<file path="config.mk">
export PLATFORM = sky130hd
export DESIGN_NAME = mod5_word_feeder
export DESIGN_NICKNAME = d
export VERILOG_FILES = /design/src/rtl/mod5_stream_pkg.sv /design/src/rtl/mod5_piso.sv /design/src/rtl/mod5_word_feeder.sv
export SDC_FILE = /design/constraint.sdc
export NUM_CORES = 1
export LEC_CHECK = 0
export CORE_MARGIN = 1.5
export CORE_UTILIZATION = 52
export DETAILED_ROUTE_END_ITERATION = 8
export GPL_TIMING_DRIVEN = 0
export HOLD_SLACK_MARGIN = 0.1
export PLACE_DENSITY = 0.9
export SYNTH_ARGS = -nofsm -noshare
export SYNTH_HDL_FRONTEND = slang
export SYNTH_SLANG_ARGS = --single-unit
</file>
<file path="constraint.sdc">
create_clock -name clk -period 4.8 [get_ports clk]
set_clock_uncertainty 0.2 [all_clocks]
set_input_delay 0.72 -clock clk [delete_from_list [all_inputs] [get_ports clk]]
set_output_delay 0.72 -clock clk [all_outputs]
set_load 0.05 [all_outputs]
</file>
<file path="src/rtl/mod5_stream_pkg.sv">
`default_nettype none
// ----------------------------------------------------------------------------
// mod5_stream_pkg : shared types/constants for the mod-5 word stream path
// Revision: 1.0
// ----------------------------------------------------------------------------
package mod5_stream_pkg;

  typedef enum logic [2:0] {
    ST_IDLE   = 3'd0,
    ST_CLEAR  = 3'd1,
    ST_SHIFT  = 3'd2,
    ST_SAMPLE = 3'd3,
    ST_HOLD   = 3'd4
  } state_e;

  localparam int MOD           = 5;
  localparam int DEFAULT_WIDTH = 8;

  // Bit counter width; a 1-bit word still needs a 1-bit counter.
  function automatic int cnt_width(input int width);
    return (width > 1) ? $clog2(width) : 1;
  endfunction

endpackage
`default_nettype wire

</file>
<file path="src/rtl/mod5_piso.sv">
`default_nettype none
// ----------------------------------------------------------------------------
// mod5_piso : WIDTH-bit parallel-in / serial-out shift register, MSB first
// Revision: 1.0
// ----------------------------------------------------------------------------
module mod5_piso #(
  parameter int WIDTH = 8
) (
  input  logic             clk,
  input  logic             reset,
  input  logic             load,
  input  logic [WIDTH-1:0] load_data,
  input  logic             shift_en,
  output logic             msb
);

  logic [WIDTH-1:0] data_d;
  logic [WIDTH-1:0] data_q;

  always_comb begin
    data_d = data_q;
    if (load) begin
      data_d = load_data;
    end else if (shift_en) begin
      data_d = data_q << 1;
    end
  end

  always_ff @(posedge clk) begin
    if (reset) begin
      data_q <= '0;
    end else begin
      data_q <= data_d;
    end
  end

  assign msb = data_q[WIDTH-1];

endmodule
`default_nettype wire

</file>
<file path="src/rtl/mod5_word_feeder.sv">
`default_nettype none
// ----------------------------------------------------------------------------
// mod5_word_feeder : feeds words bit-serially into the mod-5 detector and
//                    returns the divisibility flag with the original word
// Revision: 1.0
// ----------------------------------------------------------------------------
module mod5_word_feeder
  import mod5_stream_pkg::*;
#(
  parameter int WIDTH = DEFAULT_WIDTH
) (
  input  logic             clk,
  input  logic             reset,
  input  logic             in_valid,
  input  logic [WIDTH-1:0] in_data,
  output logic             in_ready,
  output logic             det_resetn,
  output logic             det_din,
  input  logic             det_dout,
  output logic             res_valid,
  output logic [WIDTH-1:0] res_data,
  output logic             res_div5,
  input  logic             res_ready
);

  localparam int CW = cnt_width(WIDTH);

  state_e           state_d,     state_q;
  logic [CW-1:0]    cnt_d,       cnt_q;
  logic [WIDTH-1:0] res_data_d,  res_data_q;
  logic             res_div5_d,  res_div5_q;
  logic             in_ready_d,  in_ready_q;
  logic             res_valid_d, res_valid_q;

  logic             piso_load;
  logic             piso_shift;
  logic             piso_msb;

  mod5_piso #(
    .WIDTH (WIDTH)
  ) u_piso (
    .clk       (clk),
    .reset     (reset),
    .load      (piso_load),
    .load_data (in_data),
    .shift_en  (piso_shift),
    .msb       (piso_msb)
  );

  always_comb begin
    state_d    = state_q;
    cnt_d      = cnt_q;
    res_data_d = res_data_q;
    res_div5_d = res_div5_q;
    piso_load  = 1'b0;
    piso_shift = 1'b0;

    unique case (state_q)
      ST_IDLE: begin
        if (in_valid) begin
          piso_load  = 1'b1;
          res_data_d = in_data;
          cnt_d      = CW'(WIDTH - 1);
          state_d    = ST_CLEAR;
        end
      end
      ST_CLEAR: begin
        state_d = ST_SHIFT;
      end
      ST_SHIFT: begin
        piso_shift = 1'b1;
        // Exit after the cycle that drives bit 0; the counter never wraps.
        if (cnt_q == '0) begin
          state_d = ST_SAMPLE;
        end else begin
          cnt_d = cnt_q - CW'(1);
        end
      end
      ST_SAMPLE: begin
        res_div5_d = det_dout;
        state_d    = ST_HOLD;
      end
      ST_HOLD: begin
        if (res_ready) begin
          state_d = ST_IDLE;
        end
      end
      default: begin
        state_d = ST_IDLE;
      end
    endcase

    in_ready_d  = (state_d == ST_IDLE);
    res_valid_d = (state_d == ST_HOLD);
  end

  always_ff @(posedge clk) begin
    if (reset) begin
      state_q     <= ST_IDLE;
      cnt_q       <= '0;
      res_data_q  <= '0;
      res_div5_q  <= 1'b0;
      in_ready_q  <= 1'b1;
      res_valid_q <= 1'b0;
    end else begin
      state_q     <= state_d;
      cnt_q       <= cnt_d;
      res_data_q  <= res_data_d;
      res_div5_q  <= res_div5_d;
      in_ready_q  <= in_ready_d;
      res_valid_q <= res_valid_d;
    end
  end

  // Reset must reach the detector immediately, so this stays combinational.
  assign det_resetn = ~(reset | (state_q == ST_CLEAR));
  assign det_din    = (state_q == ST_SHIFT) ? piso_msb : 1'b0;

  assign in_ready   = in_ready_q;
  assign res_valid  = res_valid_q;
  assign res_data   = res_data_q;
  assign res_div5   = res_div5_q;

endmodule
`default_nettype wire

</file>
==> impl_metrics.json, run 1 <==
{
  "yosys_warnings": 0,
  "ys_seq_elements": 25,
  "antenna_cells": 0,
  "cts_resized": 0,
  "netlist_area_sq_mm": 0.00111,
  "status": "finished clean",
  "dieHeight_um": 49.3,
  "hold_path_class": "reg2reg",
  "dr_total_vias": 1002,
  "synth.most_common_cell": "dfxtp_1",
  "cts_setup_buffers": 0,
  "async_flop_share": 0,
  "finalMaxSlewViolations": 0,
  "core_sq_mm": 0.00198,
  "synth-seq-area-share": 0.449,
  "syn_nets": 141,
  "ctsHoldBuffers": 0,
  "first_pass_iters": 4,
  "antenna_found_initial": 0,
  "die_x_um": 49.3,
  "timing.setup.tns_ns": 0,
  "grt_usage": 0.214,
  "dp_hpwl_mm": 1.73,
  "crit_type": "reg2out",
  "clk_pin_slew_ns": 0.13,
  "port_buffers": 24,
  "yosysTopAreaCell": "dfxtp_1",
  "critPathMaxStageDelay_ns": 0.81,
  "syn2layout_area_growth_pct": 27.1,
  "die-area_sq_mm": 0.00243,
  "grt_pass1_wl_mm": 4.02,
  "slowest_stage": "clkdlybuf4s50_1",
  "yosys.cell_types.count": 31,
  "crit_required_ns": 3.88,
  "rows": 16,
  "cp_max_fo": 10,
  "holdWs_ns": 0.264,
  "crit_chain": "buf_4 -> buf_2 -> buf_2 -> nor3b_1 -> nor2_1 -> clkdlybuf4s50_1",
  "maxSlewHeadroom": 0.600,
  "nets": 170,
  "maxCapViolations": 0,
  "post-route-min-period_ns": 3.27,
  "synth_ff_type": "dfxtp_1",
  "start_kind": "flop",
  "postRouteAntennaNets": 0,
  "cts_buffers": 3,
  "total_leakage_power_nw": 0.533,
  "wire_per_inst_um": 13.1,
  "postPlaceCellArea_sq_mm": 0.00139,
  "stdcell_area_sq_mm": 0.00142,
  "viasPerCell": 5.54,
  "fmax_mhz": 306,
  "synth_cells": 126,
  "crit_top_cell": "buf_2",
  "insertion_delay_ns": 0.32,
  "cp_top_family": "buffers and inverters",
  "worstMarginPinSlew_ns": 0.598,
  "pin_count": 26,
  "gr-total-overflow": 0,
  "gp_congestion": 0.783,
  "drc": 0,
  "synthDominantCellAreaShare": 0.449,
  "cp-end-kind": "output port",
  "crit_arrival_ns": 2.35,
  "fill_cells": 151,
  "power_mw": 0.496,
  "grt_max_degree": 15,
  "layout-drive-gt1-share": 0.0844,
  "grt_pass1_vias": 916,
  "initial_utilization": 0.562,
  "avgSynthCellArea_sq_um": 8.84,
  "hold_violations": 0,
  "rsz0062_at_grt": "false",
  "finalWirelength_mm": 2.37,
  "synth_edf_count": 0,
  "vdd_drop_max_uv": 207,
  "cts_max_level": 1,
  "dr.first_iter.drc_count": 17,
  "clockRootBuffer": "clkbuf_4",
  "clock_path_buffers": 2,
  "synth.area.top_cells": "dfxtp_1, nand2_1, a221oi_1",
  "netlist_top_cells_count": "dfxtp_1, nand2_1, a21oi_1",
  "cts_tree": "built",
  "setup_viol": 0,
  "cts.sinks": 25,
  "final_util": 0.714,
  "p_per_area_mw_per_mm2": 351,
  "fin_crit_sh": 0.682,
  "crit_buf_inv": 4
}
layout by cell type, fill, tap and decap left out, drive strengths merged, types with 2 or more instances in the layout:
cell type,count
or4b,2
nand2,17
a211oi,2
o31ai,7
a221oi,7
inv,9
a21oi,11
buf,5
o21ai,4
clkinv,2
clkbuf,8
nor2,4
clkdlybuf4s50,24
ha,2
nand2b,9
nor3,3
a311oi,2
and3,2
dfxtp,25
metal layers:
layer  vias up  part of all wire  global-route usage
met5         -                 0                   0
met4         0             0.018               0.110
met3         4             0.052              0.0429
met2        32              0.46               0.351
met1       465              0.47               0.263
li1        501                 -                   -
logic make-up after synthesis:
kind of cell,Yosys count,synth area share
xor gates and xnor gates,1,0.00787
and+or+nand+nor,42,0.213
adders and majority gates,2,0.0225
muxes,2,0.0191
buffers and inverters,20,0.0831
DFF,25,0.449
AOI/OAI and AO/OA,34,0.204
worst reg2reg max path, delay by kind of cell (launching register included):
kind | cells | cell delay, ns
AOI/OAI and AO/OA | 1 | 0.07
buffers and inverters | 2 | 0.38
DFF | 1 | 0.33
and+or+nand+nor | 2 | 0.65
power by group:
part | switching, mW | internal (mW)
logic | 0.0946 | 0.0645
registers | 0.0108 | 0.231
clock network | 0.0637 | 0.0313
total | 0.169 | 0.327
area by class of cell:
class,instances,area (sq um),share of cell area
Clock buffer,3,22.5,0.0159
Clock inverter,1,5.00,0.00354
Sequential cell,25,500,0.354
Tap cell,27,33.8,0.0239
Multi-Input combinational cell,81,520,0.368
Timing Repair Buffer,24,240,0.170
Buffer,10,55.1,0.0389
Inverter,10,37.5,0.0265
state kept, by name (all words and copies together) (netlist names):
register / cells
res_data: 8
u_piso.data_q: 8
cnt_q: 3
state_q: 3
in_ready: 1
res_div5: 1
res_valid: 1
stage by stage:
stage          std cells  setup slack [ns]
3_5_place_dp         177              1.73
5_1_grt              181              1.39
6_report             181              1.53
3_3_place_gp         177              1.74
4_1_cts              181              1.52
2_1_floorplan        126              2.14
worst paths after layout:
| check | start | end | slack [ns] | depth (start not counted) |
|---|---|---|---|---|
| worst max register to register | state_q[0]$_SDFF_PP0_ | res_data[1]$_SDFFE_PP0P_ | 3.05 | 5 |
| worst max-delay path | state_q[1]$_SDFF_PP0_ | det_resetn | 1.53 | 6 |
| worst min-delay path | res_data[3]$_SDFFE_PP0P_ | res_data[3]$_SDFFE_PP0P_ | 0.26 | 2 |
| worst min register to register | res_data[3]$_SDFFE_PP0P_ | res_data[3]$_SDFFE_PP0P_ | 0.26 | 2 |
Power figures use the tool's default switching activity.
==> inputs of run 2 (changes only) <==
Settings changed: CORE_UTILIZATION 52 to 48, PLACE_DENSITY 0.9 to 0.84.
Clock period 4.8 ns to 3.4 ns, I/O delays scaled along.
==> impl_metrics.json, run 2 (synthesis results as in run 1) <==
{
  "critPathMaxStageDelay_ns": 0.79,
  "pwr-share-seq": 0.485,
  "hold_start": "res_data[3]$_SDFFE_PP0P_",
  "gr-total-overflow": 0,
  "hold_violations": 0,
  "die_x_um": 51.2,
  "grt_use_met2": 0.359,
  "grt_pass1_vias": 950,
  "setup_viol": 0,
  "finalMaxSlewViolations": 0,
  "grt_max_degree": 14,
  "cts_buffers": 3,
  "cp-end-kind": "output port",
  "postPlaceCellArea_sq_mm": 0.00139,
  "grt_most_used_layer": "met2",
  "dieHeight_um": 51.2,
  "ctsHoldBuffers": 0,
  "nets": 170,
  "rrSetupSlack_ns": 1.67,
  "pin_count": 26,
  "grt_pass1_wl_mm": 4.20,
  "cp_top_family": "buffers and inverters",
  "cts_setup_buffers": 0,
  "dr_total_vias": 1007,
  "cp-startpoint": "state_q[1]$_SDFF_PP0_",
  "rr_endpoint": "res_data[7]$_SDFFE_PP0P_",
  "p_per_area_mw_per_mm2": 498,
  "start_kind": "flop",
  "rows": 17,
  "crit_chain": "buf_4 -> buf_2 -> buf_2 -> and3_1 -> clkdlybuf4s50_1",
  "instances_no_fill": 182,
  "crit_type": "reg2out",
  "power_frac_clock": 0.193,
  "r2r_cells": 5,
  "core_sq_mm": 0.00219,
  "p_comb_frac": 0.322,
  "crit_arrival_ns": 2.36,
  "fmax_mhz": 326,
  "met3_usage": 0.0234,
  "clk_pin_slew_ns": 0.14,
  "first_pass_iters": 4,
  "critical_path_depth": 5,
  "postRouteAntennaNets": 0,
  "final_common_cell": "dfxtp_1",
  "grt_usage": 0.213,
  "rsz0062_at_grt": "false",
  "layout_common_cells": "dfxtp_1, clkdlybuf4s50_1, nand2_1",
  "met1_usage": 0.268,
  "reg2reg_from": "state_q[0]$_SDFF_PP0_",
  "gp_congestion": 0.807,
  "syn2layout_area_growth_pct": 27.1,
  "crit_top_cell": "buf_2",
  "maxCapViolations": 0,
  "critPathCapture": "det_din",
  "antenna_found_initial": 0,
  "timing.setup.tns_ns": 0,
  "viasPerCell": 5.53,
  "total_leakage_power_nw": 0.530,
  "wire_per_inst_um": 14.1,
  "p_int_mw": 0.464,
  "swShare": 0.342,
  "cts.sinks": 25,
  "drc": 0,
  "cts_max_level": 1,
  "numPlacedInstances": 178,
  "place_ws_ns": 0.699,
  "vdd_drop_max_uv": 357,
  "cts_tree": "built",
  "antenna_cells": 0,
  "worstMarginPinSlew_ns": 0.559,
  "stdcell_area_sq_mm": 0.00142,
  "holdWs_ns": 0.270,
  "post-route-min-period_ns": 3.07,
  "insertion_delay_ns": 0.32,
  "slowest_stage": "clkdlybuf4s50_1",
  "dr.first_iter.drc_count": 37,
  "cp_max_fo": 10,
  "hold_path_class": "reg2reg",
  "fin_crit_sh": 0.903,
  "p_sw_mw": 0.241,
  "status": "finished clean",
  "crit_required_ns": 2.69,
  "maxSlewHeadroom": 0.626,
  "timing.final.ws_setup_ns": 0.330,
  "dp_hpwl_mm": 1.85,
  "cts_resized": 0,
  "port_buffers": 24,
  "die-area_sq_mm": 0.00262,
  "initial_utilization": 0.508,
  "clockRootBuffer": "clkbuf_4",
  "crit_buf_inv": 4,
  "finalWirelength_mm": 2.56,
  "layout-drive-gt1-share": 0.0779,
  "clock_path_buffers": 2
}
## run 2: tightest hold or removal path, delay by kind of cell (launching register included)
family           cells  cell delay (ns)
AND/OR/NAND/NOR      1             0.05
AO/OA/AOI/OAI        1             0.05
flip-flops           1             0.33
## run 2: routing by layer
layer | part of all wire | up-vias
met5 | 0 | -
met4 | 0.014 | 0
met3 | 0.042 | 4
met2 | 0.48 | 23
met1 | 0.46 | 483
li1 | - | 497
## run 2: final cells by class
cell class,instances,area (sq um)
plain buffers,10,55.1
clock buffers,4,26.3
fillers,173,776
inverters,10,37.5
multi-input cells,81,520
flip-flops and latches,25,500
well taps,28,35.0
repair buffers,24,240
## run 2: per-stage QoR
stage | utilization | total power [mW]
after floorplan | - | 0.505
after global placement | 0.634 | 0.564
after detailed placement | 0.634 | 0.574
after CTS | 0.646 | 0.705
after global routing | 0.646 | 0.740
final | 0.646 | 0.705
## run 2: worst min path at each step
stage,endpoint,slack [ns],cells past startpoint
3_3_place_gp,res_data[3]$_SDFFE_PP0P_,0.25,2
6_report,res_data[3]$_SDFFE_PP0P_,0.27,2
5_1_grt,u_piso.data_q[4]$_SDFFE_PP0P_,0.29,2
3_5_place_dp,res_data[4]$_SDFFE_PP0P_,0.25,2
4_1_cts,res_data[3]$_SDFFE_PP0P_,0.27,2
2_1_floorplan,u_piso.data_q[1]$_SDFFE_PP0P_,0.24,2
## run 2: power groups by stage
stage | Clock (mW) | Combinational [mW] | Sequential, mW
2_1_floorplan | 0 | 0.125 | 0.380
3_3_place_gp | 0 | 0.218 | 0.346
3_5_place_dp | 0 | 0.225 | 0.349
4_1_cts | 0.136 | 0.227 | 0.342
5_1_grt | 0.148 | 0.246 | 0.347
6_report | 0.136 | 0.227 | 0.342
==> inputs of run 3 (changes only) <==
Settings changed: CORE_UTILIZATION 48 to 51, CTS_BUF_LIST from default to sky130_fd_sc_hd__clkbuf_8, PLACE_DENSITY 0.84 to 0.88, SKIP_LAST_GASP from default to 1.
==> impl_metrics.json, run 3 (synthesis results as in run 1) <==
{
  "start_kind": "flop",
  "wire_per_inst_um": 14.5,
  "syn2layout_area_growth_pct": 28.8,
  "clk_pin_slew_ns": 0.08,
  "cts_buffers": 3,
  "hold_path_class": "reg2reg",
  "holdWs_ns": 0.261,
  "die_x_um": 49.7,
  "reg2reg_from": "state_q[0]$_SDFF_PP0_",
  "dr.first_iter.drc_count": 21,
  "cts_max_level": 1,
  "grt_pass1_vias": 997,
  "drc": 0,
  "dp_hpwl_mm": 1.86,
  "gr-total-overflow": 0,
  "final_common_cell": "dfxtp_1",
  "viasPerCell": 5.64,
  "core_sq_mm": 0.00200,
  "initial_utilization": 0.556,
  "finalMaxSlewViolations": 0,
  "postPlaceCellArea_sq_mm": 0.00139,
  "total_leakage_power_nw": 0.541,
  "setup_viol": 0,
  "grt_pass1_wl_mm": 4.27,
  "first_pass_iters": 4,
  "clockRootBuffer": "clkbuf_8",
  "antenna_cells": 0,
  "rows": 16,
  "layout-drive-gt1-share": 0.0844,
  "power_mw": 0.741,
  "crit_type": "reg2out",
  "cp_max_fo": 10,
  "worstMarginPinSlew_ns": 0.635,
  "status": "finished clean",
  "hold_violations": 0,
  "hold_start": "res_data[0]$_SDFFE_PP0P_",
  "die-area_sq_mm": 0.00247,
  "gp_congestion": 0.794,
  "cp-end-kind": "output port",
  "clock_path_buffers": 2,
  "postRouteAntennaNets": 0,
  "grt_max_degree": 15,
  "ctsHoldBuffers": 0,
  "dr_total_vias": 1021,
  "cp-startpoint": "state_q[0]$_SDFF_PP0_",
  "layout_common_cells": "dfxtp_1, clkdlybuf4s50_1, nand2_1",
  "maxCapViolations": 0,
  "dieHeight_um": 49.7,
  "cts_tree": "built",
  "pin_count": 26,
  "maxSlewHeadroom": 0.575,
  "stdcell_area_sq_mm": 0.00143,
  "post-route-min-period_ns": 3.05,
  "grt_usage": 0.224,
  "cts_setup_buffers": 0,
  "nets": 170,
  "insertion_delay_ns": 0.26,
  "fmax_mhz": 328,
  "rsz0062_at_grt": "false",
  "timing.setup.tns_ns": 0,
  "cts_resized": 0,
  "crit_required_ns": 2.69,
  "fin_crit_sh": 0.896,
  "finalWirelength_mm": 2.62,
  "p_per_area_mw_per_mm2": 517,
  "cts.sinks": 25,
  "antenna_found_initial": 0,
  "vdd_drop_max_uv": 408,
  "fill_cells": 158,
  "crit_arrival_ns": 2.34,
  "port_buffers": 24
}
## run 3: cell types whose count changed in the layout (fill, tap and decap cells not counted)
cell | previous run | this run
clkbuf_4 | 3 | 0
clkbuf_8 | 0 | 3
clkbuf_1 | 6 | 5
clkinv_2 | 0 | 1
## run 3: cell type report
type                            count  area (sq um)  share of cell area
Multi-Input combinational cell     81           520               0.363
Sequential cell                    25           500               0.349
Timing Repair Buffer               24           240               0.168
Buffer                             10          55.1              0.0384
Clock buffer                        3          41.3              0.0288
Inverter                           10          37.5              0.0262
Tap cell                           27          33.8              0.0236
Clock inverter                      1          5.00             0.00349
## run 3: final timing paths
kind                              endpoint  slack (ns)  cells after the start
setup / recovery                   det_din        0.35                      5
hold / removal    res_data[0]$_SDFFE_PP0P_        0.26                      2
setup reg to reg  res_data[4]$_SDFFE_PP0P_        1.64                      5
hold reg to reg   res_data[0]$_SDFFE_PP0P_        0.26                      2
## run 3: routing by layer
layer / up-vias / wire (um) / GRT usage
li1: 499 / - / -
met3: 4 / 148 / 0.0303
met1: 485 / 1070 / 0.261
met5: - / 0 / 0
met4: 0 / 44 / 0.106
met2: 33 / 1360 / 0.402
## run 3: per-stage QoR
step	util	worst slack [ns]	cells
5_1_grt	0.716	0.261	181
6_report	0.716	0.353	181
4_1_cts	0.716	0.376	181
3_5_place_dp	0.693	0.702	177
3_3_place_gp	0.693	0.743	177
2_1_floorplan	-	1.13	126
## run 3: worst max-delay path, stage by stage (launching register included)
cell             delay, ns
dfxtp_1               0.32
buf_6                 0.13
nor2_1                0.21
clkbuf_1              0.40
and3_1                0.22
clkdlybuf4s50_1       0.80
## run 3: power by group
group | total, mW | internal (mW) | switching (mW)
Sequential | 0.341 | 0.326 | 0.0151
Combinational | 0.231 | 0.0916 | 0.140
Clock | 0.169 | 0.0816 | 0.0870
